## src/rtl/serial_link_pkg.sv

```systemverilog
// Shared definitions for the serial W link: FSM state encoding and default sizing.
// Used by the transmit-side stuffer and the receive-side destuffer.
package serial_link_pkg;

    // Default word width and forbidden run length
    localparam int DEF_DATA_W  = 8;
    localparam int DEF_MAX_RUN = 4;

    // Transmit / receive FSM state encoding
    localparam logic [1:0] ST_IDLE  = 2'd0;
    localparam logic [1:0] ST_SHIFT = 2'd1;
    localparam logic [1:0] ST_STUF  = 2'd2;

endpackage

```

## src/rtl/serial_stuff_tx_run_tracker.sv

```systemverilog
// Run tracker: follows the length of the current run of equal bits on the line
// and flags when the bit just presented completes MAX_RUN-1 equal bits, i.e. a
// complement bit must follow. A stuff bit always starts a fresh run of length 1.
module run_tracker #(
    parameter int MAX_RUN = serial_link_pkg::DEF_MAX_RUN
) (
    input  logic CLK,
    input  logic RST,
    input  logic BIT_EN,     // a data bit is on the line this cycle
    input  logic BIT_VAL,    // value of that data bit
    input  logic STUFF_EN,   // a stuff bit is on the line this cycle
    input  logic CLEAR,      // line goes idle: forget the run
    output logic STUFF_REQ   // data bit this cycle completes MAX_RUN-1 equal bits
);

    localparam int RUN_W = $clog2(MAX_RUN);

    logic [RUN_W-1:0] run_cnt_r;
    logic             last_bit_r;
    logic [RUN_W-1:0] run_upd_s;

    // Run length including the bit presented this cycle
    always_comb begin
        run_upd_s = RUN_W'(1);
        if ((BIT_VAL == last_bit_r) && (run_cnt_r != RUN_W'(0))) begin
            run_upd_s = run_cnt_r + RUN_W'(1);
        end else begin
            run_upd_s = RUN_W'(1);
        end
    end

    assign STUFF_REQ = BIT_EN && (run_upd_s == RUN_W'(MAX_RUN - 1));

    // Run history register; idle clear only drops the count, the last level is kept
    always_ff @(posedge CLK) begin
        if (RST) begin
            run_cnt_r  <= RUN_W'(0);
            last_bit_r <= 1'b1;
        end else if (CLEAR) begin
            run_cnt_r  <= RUN_W'(0);
        end else if (STUFF_EN) begin
            run_cnt_r  <= RUN_W'(1);
            last_bit_r <= ~last_bit_r;
        end else if (BIT_EN) begin
            run_cnt_r  <= run_upd_s;
            last_bit_r <= BIT_VAL;
        end else begin
            run_cnt_r  <= run_cnt_r;
            last_bit_r <= last_bit_r;
        end
    end

endmodule

```

## src/rtl/serial_stuff_tx.sv

```systemverilog
// Serial W line transmitter: accepts parallel words over valid/ready, shifts
// them out MSB-first one bit per clock and inserts a complement stuff bit after
// every MAX_RUN-1 equal bits so the far-end run detector never fires.
// All line outputs are registered; the register holds what is on W this cycle.
module serial_stuff_tx
    import serial_link_pkg::*;
#(
    parameter int DATA_W  = DEF_DATA_W,
    parameter int MAX_RUN = DEF_MAX_RUN
) (
    input  logic              CLK,
    input  logic              RST,
    input  logic [DATA_W-1:0] DIN,
    input  logic              DIN_VALID,
    output logic              DIN_READY,
    output logic              W,
    output logic              W_EN,
    output logic              STUFF,
    output logic              BUSY
);

    localparam int IDX_W = $clog2(DATA_W);

    logic [1:0]        state_r;
    logic [1:0]        state_nxt_s;
    logic [DATA_W-1:0] sreg_r;
    logic [DATA_W-1:0] sreg_nxt_s;
    logic [IDX_W-1:0]  bit_idx_r;
    logic [IDX_W-1:0]  bit_idx_nxt_s;

    logic w_r;
    logic w_en_r;
    logic stuff_r;
    logic busy_r;
    logic w_nxt_s;
    logic w_en_nxt_s;
    logic stuff_nxt_s;
    logic busy_nxt_s;

    logic cur_bit_s;
    logic stuff_req_s;
    logic din_ready_s;
    logic accept_s;
    logic clear_s;

    // Data bit currently on the line (meaningful in SHIFT)
    assign cur_bit_s = sreg_r[bit_idx_r];

    run_tracker #(
        .MAX_RUN (MAX_RUN)
    ) u_run_tracker (
        .CLK       (CLK),
        .RST       (RST),
        .BIT_EN    (state_r == ST_SHIFT),
        .BIT_VAL   (cur_bit_s),
        .STUFF_EN  (state_r == ST_STUF),
        .CLEAR     (clear_s),
        .STUFF_REQ (stuff_req_s)
    );

    // Ready when the line will be free for a new word's MSB next cycle
    always_comb begin
        din_ready_s = 1'b0;
        case (state_r)
            ST_IDLE:  din_ready_s = 1'b1;
            ST_SHIFT: din_ready_s = (bit_idx_r == IDX_W'(0)) && !stuff_req_s;
            ST_STUF:  din_ready_s = (bit_idx_r == IDX_W'(0));
            default:  din_ready_s = 1'b0;
        endcase
    end

    assign accept_s  = DIN_VALID && din_ready_s;
    assign DIN_READY = din_ready_s;
    assign clear_s   = (state_nxt_s == ST_IDLE);

    // Next-state logic: bit index only advances when leaving a data bit without a pending stuff
    always_comb begin
        state_nxt_s   = state_r;
        sreg_nxt_s    = sreg_r;
        bit_idx_nxt_s = bit_idx_r;
        case (state_r)
            ST_IDLE: begin
                if (accept_s) begin
                    state_nxt_s   = ST_SHIFT;
                    sreg_nxt_s    = DIN;
                    bit_idx_nxt_s = IDX_W'(DATA_W - 1);
                end else begin
                    state_nxt_s   = ST_IDLE;
                end
            end
            ST_SHIFT: begin
                if (stuff_req_s) begin
                    state_nxt_s   = ST_STUF;
                end else if (bit_idx_r != IDX_W'(0)) begin
                    bit_idx_nxt_s = bit_idx_r - IDX_W'(1);
                end else if (accept_s) begin
                    sreg_nxt_s    = DIN;
                    bit_idx_nxt_s = IDX_W'(DATA_W - 1);
                end else begin
                    state_nxt_s   = ST_IDLE;
                end
            end
            ST_STUF: begin
                if (bit_idx_r != IDX_W'(0)) begin
                    state_nxt_s   = ST_SHIFT;
                    bit_idx_nxt_s = bit_idx_r - IDX_W'(1);
                end else if (accept_s) begin
                    state_nxt_s   = ST_SHIFT;
                    sreg_nxt_s    = DIN;
                    bit_idx_nxt_s = IDX_W'(DATA_W - 1);
                end else begin
                    state_nxt_s   = ST_IDLE;
                end
            end
            default: begin
                state_nxt_s   = ST_IDLE;
            end
        endcase
    end

    // Line outputs for the coming cycle; STUF is only entered from SHIFT, so its level is ~current bit
    always_comb begin
        w_nxt_s     = 1'b1;
        w_en_nxt_s  = 1'b0;
        stuff_nxt_s = 1'b0;
        busy_nxt_s  = 1'b0;
        case (state_nxt_s)
            ST_IDLE: begin
                w_nxt_s     = 1'b1;
                w_en_nxt_s  = 1'b0;
                stuff_nxt_s = 1'b0;
                busy_nxt_s  = 1'b0;
            end
            ST_SHIFT: begin
                w_nxt_s     = sreg_nxt_s[bit_idx_nxt_s];
                w_en_nxt_s  = 1'b1;
                stuff_nxt_s = 1'b0;
                busy_nxt_s  = 1'b1;
            end
            ST_STUF: begin
                w_nxt_s     = ~cur_bit_s;
                w_en_nxt_s  = 1'b1;
                stuff_nxt_s = 1'b1;
                busy_nxt_s  = 1'b1;
            end
            default: begin
                w_nxt_s     = 1'b1;
                w_en_nxt_s  = 1'b0;
                stuff_nxt_s = 1'b0;
                busy_nxt_s  = 1'b0;
            end
        endcase
    end

    // State, shift register and registered line outputs
    always_ff @(posedge CLK) begin
        if (RST) begin
            state_r   <= ST_IDLE;
            sreg_r    <= DATA_W'(0);
            bit_idx_r <= IDX_W'(0);
            w_r       <= 1'b1;
            w_en_r    <= 1'b0;
            stuff_r   <= 1'b0;
            busy_r    <= 1'b0;
        end else begin
            state_r   <= state_nxt_s;
            sreg_r    <= sreg_nxt_s;
            bit_idx_r <= bit_idx_nxt_s;
            w_r       <= w_nxt_s;
            w_en_r    <= w_en_nxt_s;
            stuff_r   <= stuff_nxt_s;
            busy_r    <= busy_nxt_s;
        end
    end

    assign W     = w_r;
    assign W_EN  = w_en_r;
    assign STUFF = stuff_r;
    assign BUSY  = busy_r;

endmodule

```

## config.mk

```make
export PLATFORM = sky130hd
export DESIGN_NAME = serial_stuff_tx
export DESIGN_NICKNAME = d
export VERILOG_FILES = /design/src/rtl/serial_link_pkg.sv /design/src/rtl/serial_stuff_tx_run_tracker.sv /design/src/rtl/serial_stuff_tx.sv
export SDC_FILE = /design/constraint.sdc
export NUM_CORES = 1
export LEC_CHECK = 0
export BUFFER_PORTS_ARGS = -buffer_cell sky130_fd_sc_hd__buf_2
export CAP_MARGIN = 20
export CORE_MARGIN = 8
export CORE_UTILIZATION = 50
export DETAILED_ROUTE_END_ITERATION = 16
export GPL_TIMING_DRIVEN = 0
export PLACE_DENSITY_LB_ADDON = 0.2
export SYNTH_ARGS = -nofsm -noshare
export SYNTH_HDL_FRONTEND = slang
export SYNTH_HIERARCHICAL = 1
export SYNTH_SLANG_ARGS = --single-unit
```

## constraint.sdc

```tcl
create_clock -name CLK -period 3.32 [get_ports CLK]
set_input_delay 0.166 -clock CLK [delete_from_list [all_inputs] [get_ports CLK]]
set_output_delay 0.166 -clock CLK [all_outputs]
set_load 0.005 [all_outputs]
```

==> impl_metrics.tcl <==
set metrics [dict create \
    max_cap_violations 0 \
    synth_area_mm2 0.001209 \
    placed_cell_area_mm2 0.001321 \
    die_y_um 65.17 \
    switching_share_pct 31.73 \
    grt_overflow 0 \
    period_share_pct 94.23 \
    path_max_fanout 7 \
    cts_tree "yes" \
    yosys-top-cells-area "dfxtp_1 (31%), mux2i_1 (8.3%), ha_1 (6.2%)" \
    root_buffer "clkbuf_4" \
    synth_top_area_cell "dfxtp_1" \
    seq_area_frac_synth_pct 31.47 \
    via_count 1049 \
    crit_family "multiplexers" \
    clk_pin_slew_ps 100 \
    setup_viol 0 \
    vias_per_cell 5.640 \
    clk_latency_ps 300 \
    dp_slack_ps -2.669 \
    synth-edff-count 0 \
    hold_violations 0 \
    layout.nets 174 \
    end_kind "flop" \
    cts.sinks 19 \
    numPortBuffers 15 \
    crit_buf_inv 1 \
    r2r-start "bit_idx_r[0]$_SDFF_PP0_" \
    antenna_cells 0 \
    power.switching_mw 0.1752 \
    num_rows 18 \
    synth.most_common_cell "dfxtp_1" \
    crit_chain "buf_4, mux4_2, mux2_4, xnor2_1, nand4b_1, nor2_4, or2_2, a21o_1, ha_1, nor2b_2, o21ai_0, a31oi_1, nand4b_1" \
    antenna_left 0 \
    final_cell_area_mm2 0.001379 \
    area.growth.synth_to_final_pct 14.08 \
    critPathLaunch "bit_idx_r[0]$_SDFF_PP0_" \
    max_slew.worst_pin.slew_ps 479.2 \
    p_int_mw 0.3769 \
    drive_gt1_share_pct 26.92 \
    htreeDepth 1 \
    syn-num-nets 152 \
    pwr-share-seq_pct 46.7 \
    ys_types 48 \
    fin_ws_ps 191.7 \
    coreArea_mm2 0.002387 \
    async_flop_share_pct 0 \
    grt_max_degree 11 \
    pin_count 16 \
    status "finished, final reports clean" \
    drcViolationCount 0 \
    cpMaxStageDelayCell "mux4_2" \
    drt_pass1_iterations 4 \
    wirelength_um 2593 \
    syn_area_per_cell_um2 8.953 \
    fin_skew_ps 2.658 \
    clock.fmax_mhz 319.7 \
    cts_buffer_depth 2 \
    numCtsBuffers 3 \
    first_global_vias 982 \
    grt_pass1_wl_um 4291 \
    cp-start-kind "flop" \
    maxSlewHeadroom_pct 68.06 \
    drt-initial-drc-count 68 \
    dp.cells 180 \
    die_area_mm2 0.004246 \
    start_util_pct 50.63 \
    synthCells 135 \
    rrSetupSlack_ps 190 \
    synthTopCellsByCount "dfxtp_1 (19), nor2_1 (15), mux2i_1 (10)" \
    power.leakage_nw 0.6073 \
    synth_ff_type "dfxtp_1" \
    p_per_area_mw_per_mm2 400.5 \
    critPathArrivalTime_ps 3310 \
    antenna_found_initial 0 \
    post-synth-top-area-fraction_pct 31.47 \
    ys_ff_latch 19 \
    fin_crit_ps 3128 \
    worstPathRequired_ps 3500 \
    instances_no_fill 186 \
    hpwlAfterDp_um 1943 \
    slew_violations 0 \
    crit_type "flop to flop" \
    p_clk_share_pct 21.2 \
    power_frac_comb_pct 32.1 \
    critical_path.most_common_cell "nand4b_1" \
    min_from "DIN[2]" \
    yosysWarnings 6 \
    hp-class "input port to flop" \
    die_w_um 65.17 \
    irDropWorstVdd_mv 0.2829 \
    grt.total_usage_pct 12.68 \
    critPathMaxStageDelay_ps 510 \
    wire_per_inst_um 13.94 \
    cts_hold_buf 0 \
    holdWs_ps 90.44 \
    place.gp.congestion 0.8003 \
]
power groups by stage:
| stage | Clock (mW) | Combinational, mW | Sequential (mW) |
|---|---|---|---|
| 2_1_floorplan | 0 | 0.133 | 0.259 |
| 3_5_place_dp | 0 | 0.171 | 0.262 |
| 4_1_cts | 0.121 | 0.172 | 0.257 |
| 6_report | 0.117 | 0.177 | 0.258 |
| 3_3_place_gp | 0 | 0.167 | 0.262 |
| 5_1_grt | 0.134 | 0.195 | 0.259 |
cells in the final DEF, fill, tap and decap left out, types with 2 or more instances in the layout:
master and instances:
mux4_2 2, buf_6 2, or2_2 2, buf_4 5, buf_2 15, nand3_1 3
nand4b_1 4, a21oi_1 6, ha_1 6, mux2i_1 10, nand2_1 7, and2_1 2
nor2_1 14, o21ai_0 3, or3_1 2, nor3_1 5, nor2b_1 6, dfxtp_1 19
inv_1 7, nand2b_1 2, clkbuf_1 2, clkbuf_4 3
worst paths after layout:
check / end / depth (start not counted)
max: W$_SDFF_PP1_ / 13
min: sreg_r[2]$_SDFF_PP0_ / 3
max reg2reg: W$_SDFF_PP1_ / 13
min reg2reg: sreg_r[3]$_SDFF_PP0_ / 2
cells by family (layout without fill, tap and decap cells):
| kind of cell | count (synthesis) | in the layout | synth area share [%] |
|---|---|---|---|
| compound gates | 22 | 22 | 13.67 |
| xor+xnor | 1 | 1 | 0.7248 |
| fa+ha+maj | 6 | 6 | 6.211 |
| buf+inv | 14 | 35 | 6.417 |
| flops | 19 | 19 | 31.47 |
| mux | 13 | 13 | 12.94 |
| simple gates | 60 | 60 | 28.57 |
flip-flops by register name, indices dropped and copies added (netlist names):
register                  cells
u_run_tracker/run_cnt_r       2
u_run_tracker/last_bit_r      1
bit_idx_r                     3
sreg_r                        8
BUSY                          1
STUFF                         1
state_r                       2
W                             1
through the flow:
stage	util [%]	TNS, ps	power, mW
finish	57.76	0	0.5522
global route	57.76	-6.883	0.5887
CTS	56.55	0	0.5505
detailed placement	55.35	-2.669	0.4330
global placement	55.35	0	0.4284
floorplan	-	0	0.3925
worst register-to-register path, delay by kind of cell, from the launching register on:
kind / cells / cell delay [ps]
and+or+nand+nor: 5 / 800
xor gates and xnor gates: 1 / 150
buffers and inverters: 1 / 150
muxes: 2 / 820
adders and majority gates: 1 / 290
DFF: 1 / 320
AOI/OAI and AO/OA: 3 / 480
what timing repair did:
item,4_1_cts,5_1_grt
gates resized for setup,1,5
setup endpoints to repair,1,2
buffers inserted,0,2
hold endpoints to repair,0,0
pin swaps,0,2
cell type report:
type	count	area [um2]
tap	30	37.54
inverter	8	31.28
sequential	19	380.4
buffer	6	48.80
fill	242	1008
clock buffer	4	26.28
timing repair buffer	17	90.09
multi-input combinational	102	764.5
per-layer routing:
metal	vias to the layer above	track usage, %	wire length [um]
met4	0	6.812	41
met2	26	21.16	1228
li1	523	-	-
met5	-	0	0
met1	495	14.61	1185
met3	5	3.061	138
Note: power is estimated with default switching activity, not from simulation.
